$ cat config.mk
export PLATFORM = sky130hd
export DESIGN_NAME = fetch_unit_flat
export DESIGN_NICKNAME = d
export VERILOG_FILES = /design/src/rtl/fetch_unit_pkg.sv /design/src/rtl/fetch_unit_if.sv /design/src/rtl/fetch_unit_next_pc.sv /design/src/rtl/fetch_unit.sv /design/src/flat_wrapper.sv
export SDC_FILE = /design/constraint.sdc
export NUM_CORES = 1
export LEC_CHECK = 0
export BUFFER_PORTS_ARGS = -buffer_cell sky130_fd_sc_hd__buf_2
export CORE_MARGIN = 1
export CORE_UTILIZATION = 30
export CTS_BUF_LIST = sky130_fd_sc_hd__clkbuf_8
export CTS_CLUSTER_SIZE = 12
export DETAILED_ROUTE_END_ITERATION = 10
export PLACE_DENSITY = 0.48
export SYNTH_ARGS = -nofsm -noshare
export SYNTH_HDL_FRONTEND = slang
export SYNTH_SLANG_ARGS = --single-unit
export TNS_END_PERCENT = 5
$ cat constraint.sdc
create_clock -name Clk -period 10 [get_ports Clk]
set_clock_uncertainty 0.05 [all_clocks]
set_input_delay 2 -clock Clk [delete_from_list [all_inputs] [get_ports Clk]]
set_output_delay 2 -clock Clk [all_outputs]
set_load 0.01 [all_outputs]
$ cat src/rtl/fetch_unit_pkg.sv
// Shared fetch-stage types: Pcsrc encodings, fetch FSM states, instruction field slices.
// Also provides the branch offset helper used by the next-PC logic.
package fetch_unit_pkg;

    typedef enum logic [1:0] {
        PCSRC_SEQ = 2'b00,
        PCSRC_RSV = 2'b01,
        PCSRC_BR  = 2'b10,
        PCSRC_J   = 2'b11
    } pcsrc_e;

    typedef enum logic [1:0] {
        ST_IDLE  = 2'd0,
        ST_REQ   = 2'd1,
        ST_EXEC  = 2'd2,
        ST_FAULT = 2'd3
    } fetch_state_e;

    localparam int OP_MSB    = 31;
    localparam int OP_LSB    = 26;
    localparam int FUNC_MSB  = 5;
    localparam int FUNC_LSB  = 0;
    localparam int IMM16_MSB = 15;
    localparam int IMM16_LSB = 0;
    localparam int TGT26_MSB = 25;
    localparam int TGT26_LSB = 0;

    // Word offset: sign-extended 16-bit immediate scaled to bytes.
    function automatic logic [31:0] branch_offset(input logic [15:0] imm);
        return {{14{imm[15]}}, imm, 2'b00};
    endfunction

endpackage

$ cat src/rtl/fetch_unit_if.sv
// Fetch-stage bus: instruction memory handshake, decode/execute handshake and status.
// master = fetch_unit side, slave = memory/datapath side.
interface fetch_unit_if #(
    parameter int ICNT_W = 32
);
    logic              Imem_req;
    logic [31:0]       Imem_addr;
    logic              Imem_ack;
    logic [31:0]       Imem_rdata;
    logic [31:0]       Inst;
    logic              Inst_valid;
    logic              Ex_done;
    logic [1:0]        Pcsrc;
    logic [31:0]       Pc;
    logic [31:0]       Pc4;
    logic              Fault;
    logic [ICNT_W-1:0] Icount;

    modport master (
        output Imem_req, Imem_addr, Inst, Inst_valid, Pc, Pc4, Fault, Icount,
        input  Imem_ack, Imem_rdata, Ex_done, Pcsrc
    );

    modport slave (
        input  Imem_req, Imem_addr, Inst, Inst_valid, Pc, Pc4, Fault, Icount,
        output Imem_ack, Imem_rdata, Ex_done, Pcsrc
    );
endinterface

$ cat src/rtl/fetch_unit_next_pc.sv
// Combinational next-PC select: sequential, PC-relative branch or region-local jump.
// Only the low 26 instruction bits matter here, so only those are brought in.
module next_pc_calc
    import fetch_unit_pkg::*;
(
    input  logic [31:0]        pc_i,
    input  logic [TGT26_MSB:0] inst_i,
    input  logic [1:0]         pcsrc_i,
    output logic [31:0]        pc4_o,
    output logic [31:0]        next_pc_o
);
    always_comb begin
        pc4_o     = pc_i + 32'd4;
        next_pc_o = pc4_o;
        case (pcsrc_i)
            PCSRC_BR: next_pc_o = pc4_o + branch_offset(inst_i[IMM16_MSB:IMM16_LSB]);
            PCSRC_J:  next_pc_o = {pc4_o[31:28], inst_i[TGT26_MSB:TGT26_LSB], 2'b00};
            default:  next_pc_o = pc4_o;
        endcase
    end
endmodule

$ cat src/rtl/fetch_unit.sv
// Fetch stage: request word at Pc, hold it for decode until Ex_done, then redirect Pc.
// Min 2 cycles/instruction; stalls on missing ack (faults after ACK_TIMEOUT) or missing Ex_done.
module fetch_unit
    import fetch_unit_pkg::*;
#(
    parameter logic [31:0] RESET_PC    = 32'h0000_0000,
    parameter int          ACK_TIMEOUT = 16,
    parameter int          ICNT_W      = 32
) (
    input  logic         Clk,
    input  logic         Rst,
    fetch_unit_if.master bus
);
    localparam int                TMR_W    = $clog2(ACK_TIMEOUT + 1);
    localparam logic [TMR_W-1:0] TMR_LAST = TMR_W'(ACK_TIMEOUT - 1);

    fetch_state_e      state_q;
    logic [31:0]       pc_q;
    logic [31:0]       inst_q;
    logic              inst_valid_q;
    logic [TMR_W-1:0]  timer_q;
    logic [ICNT_W-1:0] icount_q;
    logic [31:0]       next_pc_d;
    logic [31:0]       pc4;

    next_pc_calc u_next_pc (
        .pc_i      (pc_q),
        .inst_i    (inst_q[TGT26_MSB:0]),
        .pcsrc_i   (bus.Pcsrc),
        .pc4_o     (pc4),
        .next_pc_o (next_pc_d)
    );

    always_ff @(posedge Clk) begin
        if (Rst) begin
            state_q      <= ST_IDLE;
            pc_q         <= RESET_PC;
            inst_q       <= '0;
            inst_valid_q <= 1'b0;
            timer_q      <= '0;
            icount_q     <= '0;
        end else begin
            case (state_q)
                ST_IDLE: state_q <= ST_REQ;
                ST_REQ: begin
                    // An ack on the expiring cycle still counts as a hit.
                    if (bus.Imem_ack) begin
                        inst_q       <= bus.Imem_rdata;
                        inst_valid_q <= 1'b1;
                        timer_q      <= '0;
                        state_q      <= ST_EXEC;
                    end else begin
                        timer_q <= timer_q + 1'b1;
                        if (timer_q == TMR_LAST) begin
                            state_q <= ST_FAULT;
                        end
                    end
                end
                ST_EXEC: begin
                    if (bus.Ex_done) begin
                        pc_q         <= next_pc_d;
                        icount_q     <= icount_q + 1'b1;
                        inst_valid_q <= 1'b0;
                        state_q      <= ST_REQ;
                    end
                end
                ST_FAULT: inst_valid_q <= 1'b0;
                default:  state_q <= ST_IDLE;
            endcase
        end
    end

    assign bus.Imem_req   = (state_q == ST_REQ);
    assign bus.Imem_addr  = pc_q;
    assign bus.Inst       = inst_q;
    assign bus.Inst_valid = inst_valid_q;
    assign bus.Pc         = pc_q;
    assign bus.Pc4        = pc4;
    assign bus.Fault      = (state_q == ST_FAULT);
    assign bus.Icount     = icount_q;
endmodule

$ cat src/flat_wrapper.sv
// flat-port wrapper written by rule: the top's interface ports become plain ports
module fetch_unit_flat import fetch_unit_pkg::*;
#(
    parameter logic [31:0] RESET_PC    = 32'h0000_0000,
    parameter int          ACK_TIMEOUT = 16,
    parameter int          ICNT_W      = 32
)
  (Clk, Rst, bus_Imem_req, bus_Imem_addr, bus_Inst, bus_Inst_valid, bus_Pc, bus_Pc4, bus_Fault, bus_Icount, bus_Imem_ack, bus_Imem_rdata, bus_Ex_done, bus_Pcsrc);
  fetch_unit_if #(.ICNT_W(ICNT_W)) bus_i ();
  input  logic Clk;
  input  logic Rst;
  output wire logic [$bits(bus_i.Imem_req)-1:0] bus_Imem_req;
  output wire logic [$bits(bus_i.Imem_addr)-1:0] bus_Imem_addr;
  output wire logic [$bits(bus_i.Inst)-1:0] bus_Inst;
  output wire logic [$bits(bus_i.Inst_valid)-1:0] bus_Inst_valid;
  output wire logic [$bits(bus_i.Pc)-1:0] bus_Pc;
  output wire logic [$bits(bus_i.Pc4)-1:0] bus_Pc4;
  output wire logic [$bits(bus_i.Fault)-1:0] bus_Fault;
  output wire logic [$bits(bus_i.Icount)-1:0] bus_Icount;
  input wire logic [$bits(bus_i.Imem_ack)-1:0] bus_Imem_ack;
  input wire logic [$bits(bus_i.Imem_rdata)-1:0] bus_Imem_rdata;
  input wire logic [$bits(bus_i.Ex_done)-1:0] bus_Ex_done;
  input wire logic [$bits(bus_i.Pcsrc)-1:0] bus_Pcsrc;
  assign bus_Imem_req = bus_i.Imem_req;
  assign bus_Imem_addr = bus_i.Imem_addr;
  assign bus_Inst = bus_i.Inst;
  assign bus_Inst_valid = bus_i.Inst_valid;
  assign bus_Pc = bus_i.Pc;
  assign bus_Pc4 = bus_i.Pc4;
  assign bus_Fault = bus_i.Fault;
  assign bus_Icount = bus_i.Icount;
  assign bus_i.Imem_ack = bus_Imem_ack;
  assign bus_i.Imem_rdata = bus_Imem_rdata;
  assign bus_i.Ex_done = bus_Ex_done;
  assign bus_i.Pcsrc = bus_Pcsrc;
  fetch_unit #(.RESET_PC(RESET_PC), .ACK_TIMEOUT(ACK_TIMEOUT), .ICNT_W(ICNT_W)) u_core (.Clk(Clk), .Rst(Rst), .bus(bus_i));
endmodule
* Word level (Yosys, flattened, before mapping) *
Index checks and enable logic that the tools add are counted.
W data, S select, Z words.

storage, ports and cells
  bits in writable memories = 0
  flip-flop bits (word level) = 104
  bits in latches = 0
  output and inout port bits = 163
  logic and storage cells = 35
  memories kept = 0
  bits in read-only memories = 0
  bits of input ports = 38

operators by class
  divide/modulo/power cells = 0
  order comparisons = 0
  bitwise logic cells = 0
  multiplexer cells = 9
  $mul = 0
  equality and inequality tests = 9
  shifts and indexed selects = 0
  add/sub/neg operators = 4
  reductions and logical operators = 7

operators by type and width
  cell                     number
  $pmux W32 S2             1
  $add A32 B1 Y32 const B  1
  $add A32 B3 Y32 const B  1
  $add A32 B32 Y32         1
  $eq A2 B2 Y1 const B     4
  $mux W2                  3
  $pmux W2 S3              1
  $reduce_and A3 Y1        2
  $reduce_bool A3 Y1       2
  $add A5 B1 Y5 const B    1
  $eq A5 B4 Y1 const B     1
  $mux W5                  1
  $reduce_and A2 Y1        2
  $ne A3 B1 Y1 const B     1
  $pmux W1 S3              1
  $eq A2 B1 Y1 const B     1
  $logic_not A2 Y1         1
  $mux W1                  2
  $ne A2 B1 Y1 const B     1
  $ne A2 B2 Y1 const B     1

* Depth between registers and ports, before layout *
  depth in word-level cells = 4
  mapped depth = 18
  gate-level depth less buffers = 16

* Modules after synthesis *
A second synthesis with hierarchy kept.

second synthesis, totals
  cells, all modules = 950
  area, all modules = 6989.2 µm²

by module, submodules not included
  module        seq. area each (µm²)  cells an instance  area an instance (µm²)  instances
  fetch_unit    2082.0                544                4350.4                  1
  next_pc_calc  0.0                   406                2638.8                  1

* Worst setup path after synthesis *
OpenSTA, ideal clock, no wires.

  kind = reg2out
  start = register u_core.pc_q[11], in the netlist u_core.bus.Imem_addr[11]
  end = output bus_Pc4[31]
  required time = 7950 ps
  data arrival time = 2131 ps
  path slack = 5819 ps
  stages on the path, launching flop included = 9
  buffers on the path = 3
  cells stage by stage = dfxtp_1 buf_4 nand4_1 or3_1 or4_1 buf_2 or2_1 buf_6 xnor2_1

between the ends
  word-level cells in the longest chain between the ends = 1

ends and longest elaborated chain
  item                      RTL line                  source
  start: declaration        fetch_unit.sv:18          logic [31:0] pc_q;
  start signal: assignment  fetch_unit.sv:61          pc_q <= next_pc_d;
  $add A32 B3 Y32           fetch_unit_next_pc.sv:13  pc4_o = pc_i + 32'd4;
  end: declaration          flat_wrapper.sv:17        output wire logic [$bits(bus_i.Pc4)-1:0] bus_Pc4;

No other way between the ends.

* Worst setup path after layout *
  start = register u_core.pc_q[11], in the netlist u_core.bus.Imem_addr[11]
  end = output bus_Pc4[25]

The elaborated chain is that of the path after synthesis.

==> summary.md <==
| Metric | Value |
|---|---|
| YS warnings | `0` |
| Commonest cells in the synthesized netlist | `sky130_fd_sc_hd__nand2_1 (138), sky130_fd_sc_hd__a21oi_1 (102), sky130_fd_sc_hd__dfxtp_1 (102), sky130_fd_sc_hd__nor2_1 (86)` |
| Kind of capture point of the worst setup path | `output pin` |
| Largest area contributor in the synthesized netlist | `sky130_fd_sc_hd__dfxtp_1` |
| Clk sinks | `102` |
| Worst Path Required | `7.95 ns` |
| Ys flop type | `sky130_fd_sc_hd__dfxtp_1` |
| Hold Startpoint | `u_core.bus.Inst[30]` |
| Slowest cell delay on critical path | `0.74 ns` |
| Endpoints failing hold | `0` |
| Post-route core utilization | `0.357` |
| Routed wirelength normalized by instance count | `16.7 um` |
| Starting density of the core | `0.306` |
| Number of enable-type register cells in the synthesized netlist | `0` |
| Total power | `0.830 mW` |
| Max Root-Sink Buffers | `2` |
| Critical setup path kind | `flop to output pin` |
| Slew @ Worst Pin | `0.966 ns` |
| Number of global-route vias before repair | `6435` |
| Period utilisation layout | `0.509` |
| Post-synthesis sequential element count | `102` |
| Min setup slack post-route | `4.91 ns` |
| Final setup vio count | `0` |
| Class of the tightest hold or removal check | `flop to flop` |
| CORE AREA | `0.0226 sq mm` |
| Post-layout min period | `5.09 ns` |
| Clock latency of the later-clocked register in the worst-skew pair | `0.40 ns` |
| Peak VDD IR | `0.0670 mV` |
| Min Hold Slack | `0.412 ns` |
| DRC marker count from the first detailed-route iteration | `422` |
| Cells after DPL | `1328` |
| Routed vias/inst | `5.08` |
| Worst setup path start | `u_core.bus.Imem_addr[11]` |
| Ratio of cells with drive above 1 in the final layout | `0.216` |
| Place WS | `5.34 ns` |
| Number of filler cells placed in the layout | `2440` |
| Sequential cell area in the final layout | `0.00204 sq mm` |
| Buffers & Inverters on Critical Path | `1` |
| Chip width | `154 um` |
| Largest fanout on the critical path | `9` |
| Total congestion overflow | `0` |
| Avg Synthesized Cell Area | `7.51 sq um` |
| Final-stage net count | `1133` |
| Synthesized-area fraction occupied by and/or/nand/nor cells | `0.244` |
| Synthesized cell area | `0.00693 sq mm` |
| Share of the synthesized area in the top cell type | `0.295` |
| Final standard cell count with taps included and fillers excluded | `1346` |
| Total of cells resized after clock tree synthesis | `0` |
| Master cell of the clock root buffer | `sky130_fd_sc_hd__clkbuf_8` |
| TritonCTS clock tree | `done` |
| Cell area after placement | `0.00786 sq mm` |
| Die area | `0.0237 sq mm` |
| Crit path max-delay family | `simple AND/OR/NAND/NOR gates` |
| DRT antenna net count | `0` |
| First-pass iteration count of the detailed router | `4` |
| Multiplexer share of the synthesized area | `0.00867` |
| Number of H-tree levels | `3` |
| Area Overhead vs Synth | `16.6%` |
| Number of buffers inserted by hold repair at cts | `0` |
| Top-level port count | `201` |
| Routability Congestion | `0.844` |
| Netlist cell types | `63` |
| Worst-path cell with the longest stage delay | `sky130_fd_sc_hd__nor4_1` |
| Adder-Cell Fraction of Synth Area | `0.0752` |
| Max-capacitance violation count | `0` |
| Max Fclk | `196 MHz` |
| Residual DRC count | `0` |
| Total of buffers placed on input and output ports | `194` |
| Post-CTS setup buffer count | `0` |
| Total negative slack | `0 ns` |
| Vias post-DR | `6836` |
| Gr usage total | `0.190` |
| Area fraction in compound gates after synthesis | `0.201` |
| First-pass GRT wire length | `35.6 mm` |
| Xor/xnor share of the synthesized area | `0.0974` |
| Most frequently used cell type in the post-synthesis netlist | `sky130_fd_sc_hd__nand2_1` |
| Outcome | `finished, final reports clean` |
| Largest family of logic cells by synthesized area | `simple AND/OR/NAND/NOR gates` |
| Die height | `154 um` |
| Standard-cell row count | `55` |
| CP arrival | `3.04 ns` |
| Worst reg2reg startpoint | `u_core.bus.Imem_addr[11]` |
| Pin count of the biggest net entering global routing | `87` |
| DPL Wire Length | `16.7 mm` |
| Pwr per Cell Area | `103 mW/mm^2` |
| Final non-filler cell area | `0.00808 sq mm` |
| Initial antenna violation count | `4` |
| Top area cells in the synthesized netlist | `sky130_fd_sc_hd__dfxtp_1 (29%), sky130_fd_sc_hd__nand2_1 (7.5%), sky130_fd_sc_hd__a21oi_1 (7.4%)` |
| Aggregate routed wire length | `22.4 mm` |
| Setup slack on the worst flop-to-flop path | `5.48 ns` |
| Clk pin slew, worst setup/hold paths | `0.11 ns` |
| Cts bufs inserted | `9` |
| Post-synthesis instance total | `922` |
| Crit-path cells | `nand4_1 > or3_1 > nor4_1 > nand3_1 > xnor2_1 > buf_2` |
| Footprint of the multi-input gates | `0.00436 sq mm` |
| Reported leakage power | `3.59 nW` |
| Unrepaired setup endpoints after global routing | `no` |
| Share of synthesized registers carrying an async set or reset | `0` |
| Sequential fraction of the synthesis area | `0.295` |
| Final max-slew violation count | `0` |
| Max-Slew Margin vs Limit | `0.356` |
| Kind of launch point of the worst setup path | `flop` |
path summary, 6_finish.rpt:
path,end,depth (start not counted)
max,bus_Pc4[25],6
min,u_core.bus.Inst[30],2
max reg2reg,u_core.bus.Imem_addr[30],14
min reg2reg,u_core.bus.Inst[30],2
power by group:
| group | total, mW | leakage, nW | switching, mW | internal [mW] |
|---|---|---|---|---|
| logic | 0.113 | 2.66 | 0.0727 | 0.0398 |
| registers | 0.428 | 0.826 | 0.0124 | 0.416 |
| clock network | 0.289 | 0.105 | 0.186 | 0.102 |
kinds of logic after synthesis:
group	after synthesis
AND/OR/NAND/NOR	359
buffers and inverters	104
flip-flops	102
multiplexers	6
adder cells (fa/ha/maj)	41
XOR/XNOR	77
other	1
AO/OA/AOI/OAI	232
per-layer routing:
layer / part of all wire / global-route usage
met5: 0.00058 / 0
met4: 0.012 / 0.0476
met3: 0.053 / 0.0423
met2: 0.45 / 0.306
met1: 0.48 / 0.254
flip-flops by register name, indices dropped and copies added, names as in the netlist:
name                   flops
u_core.bus.Icount         32
u_core.bus.Imem_addr      30
u_core.bus.Inst           32
u_core.bus.Inst_valid      1
u_core.state_q             2
u_core.timer_q             5
layout make-up:
cell class / instances / area share
antenna: 2 / 0.000620
clock inverter: 7 / 0.0107
clock buffer: 9 / 0.0153
sequential: 102 / 0.253
inverter: 18 / 0.00837
multi-input combinational: 721 / 0.540
tap: 285 / 0.0442
timing repair buffer: 202 / 0.128
placed cells by master (no fill, tap or decap), types with 6 or more instances in the layout:
master	n
sky130_fd_sc_hd__inv_1	18
sky130_fd_sc_hd__nand2b_1	6
sky130_fd_sc_hd__a21o_1	13
sky130_fd_sc_hd__clkbuf_8	9
sky130_fd_sc_hd__nor3_1	20
sky130_fd_sc_hd__nor4_1	6
sky130_fd_sc_hd__conb_1	6
sky130_fd_sc_hd__a211oi_1	11
sky130_fd_sc_hd__ha_1	40
sky130_fd_sc_hd__dfxtp_1	102
sky130_fd_sc_hd__nand3_1	23
sky130_fd_sc_hd__a31oi_1	9
sky130_fd_sc_hd__nand2_1	138
sky130_fd_sc_hd__mux2i_1	6
sky130_fd_sc_hd__a21oi_1	102
sky130_fd_sc_hd__xor2_1	43
sky130_fd_sc_hd__xnor2_1	34
sky130_fd_sc_hd__nand4_1	18
sky130_fd_sc_hd__o211ai_1	17
sky130_fd_sc_hd__and3_1	17
sky130_fd_sc_hd__buf_2	193
sky130_fd_sc_hd__buf_4	9
sky130_fd_sc_hd__or3_1	7
sky130_fd_sc_hd__nor2_1	86
sky130_fd_sc_hd__o21ai_0	43
worst register-to-register path: stages (launching register included):
cell                       delay (ns)
sky130_fd_sc_hd__dfxtp_1         0.50
sky130_fd_sc_hd__nand4_1         0.21
sky130_fd_sc_hd__or3_1           0.44
sky130_fd_sc_hd__nor4_1          0.74
sky130_fd_sc_hd__and3_1          0.30
sky130_fd_sc_hd__xor2_1          0.10
sky130_fd_sc_hd__ha_1            0.47
sky130_fd_sc_hd__nand2_1         0.09
sky130_fd_sc_hd__or4_1           0.46
sky130_fd_sc_hd__or3_1           0.33
sky130_fd_sc_hd__nor2_1          0.10
sky130_fd_sc_hd__a21oi_1         0.09
sky130_fd_sc_hd__o311ai_0        0.32
sky130_fd_sc_hd__nor3b_1         0.11
sky130_fd_sc_hd__nor3_1          0.17
Power figures use the tool's default switching activity.
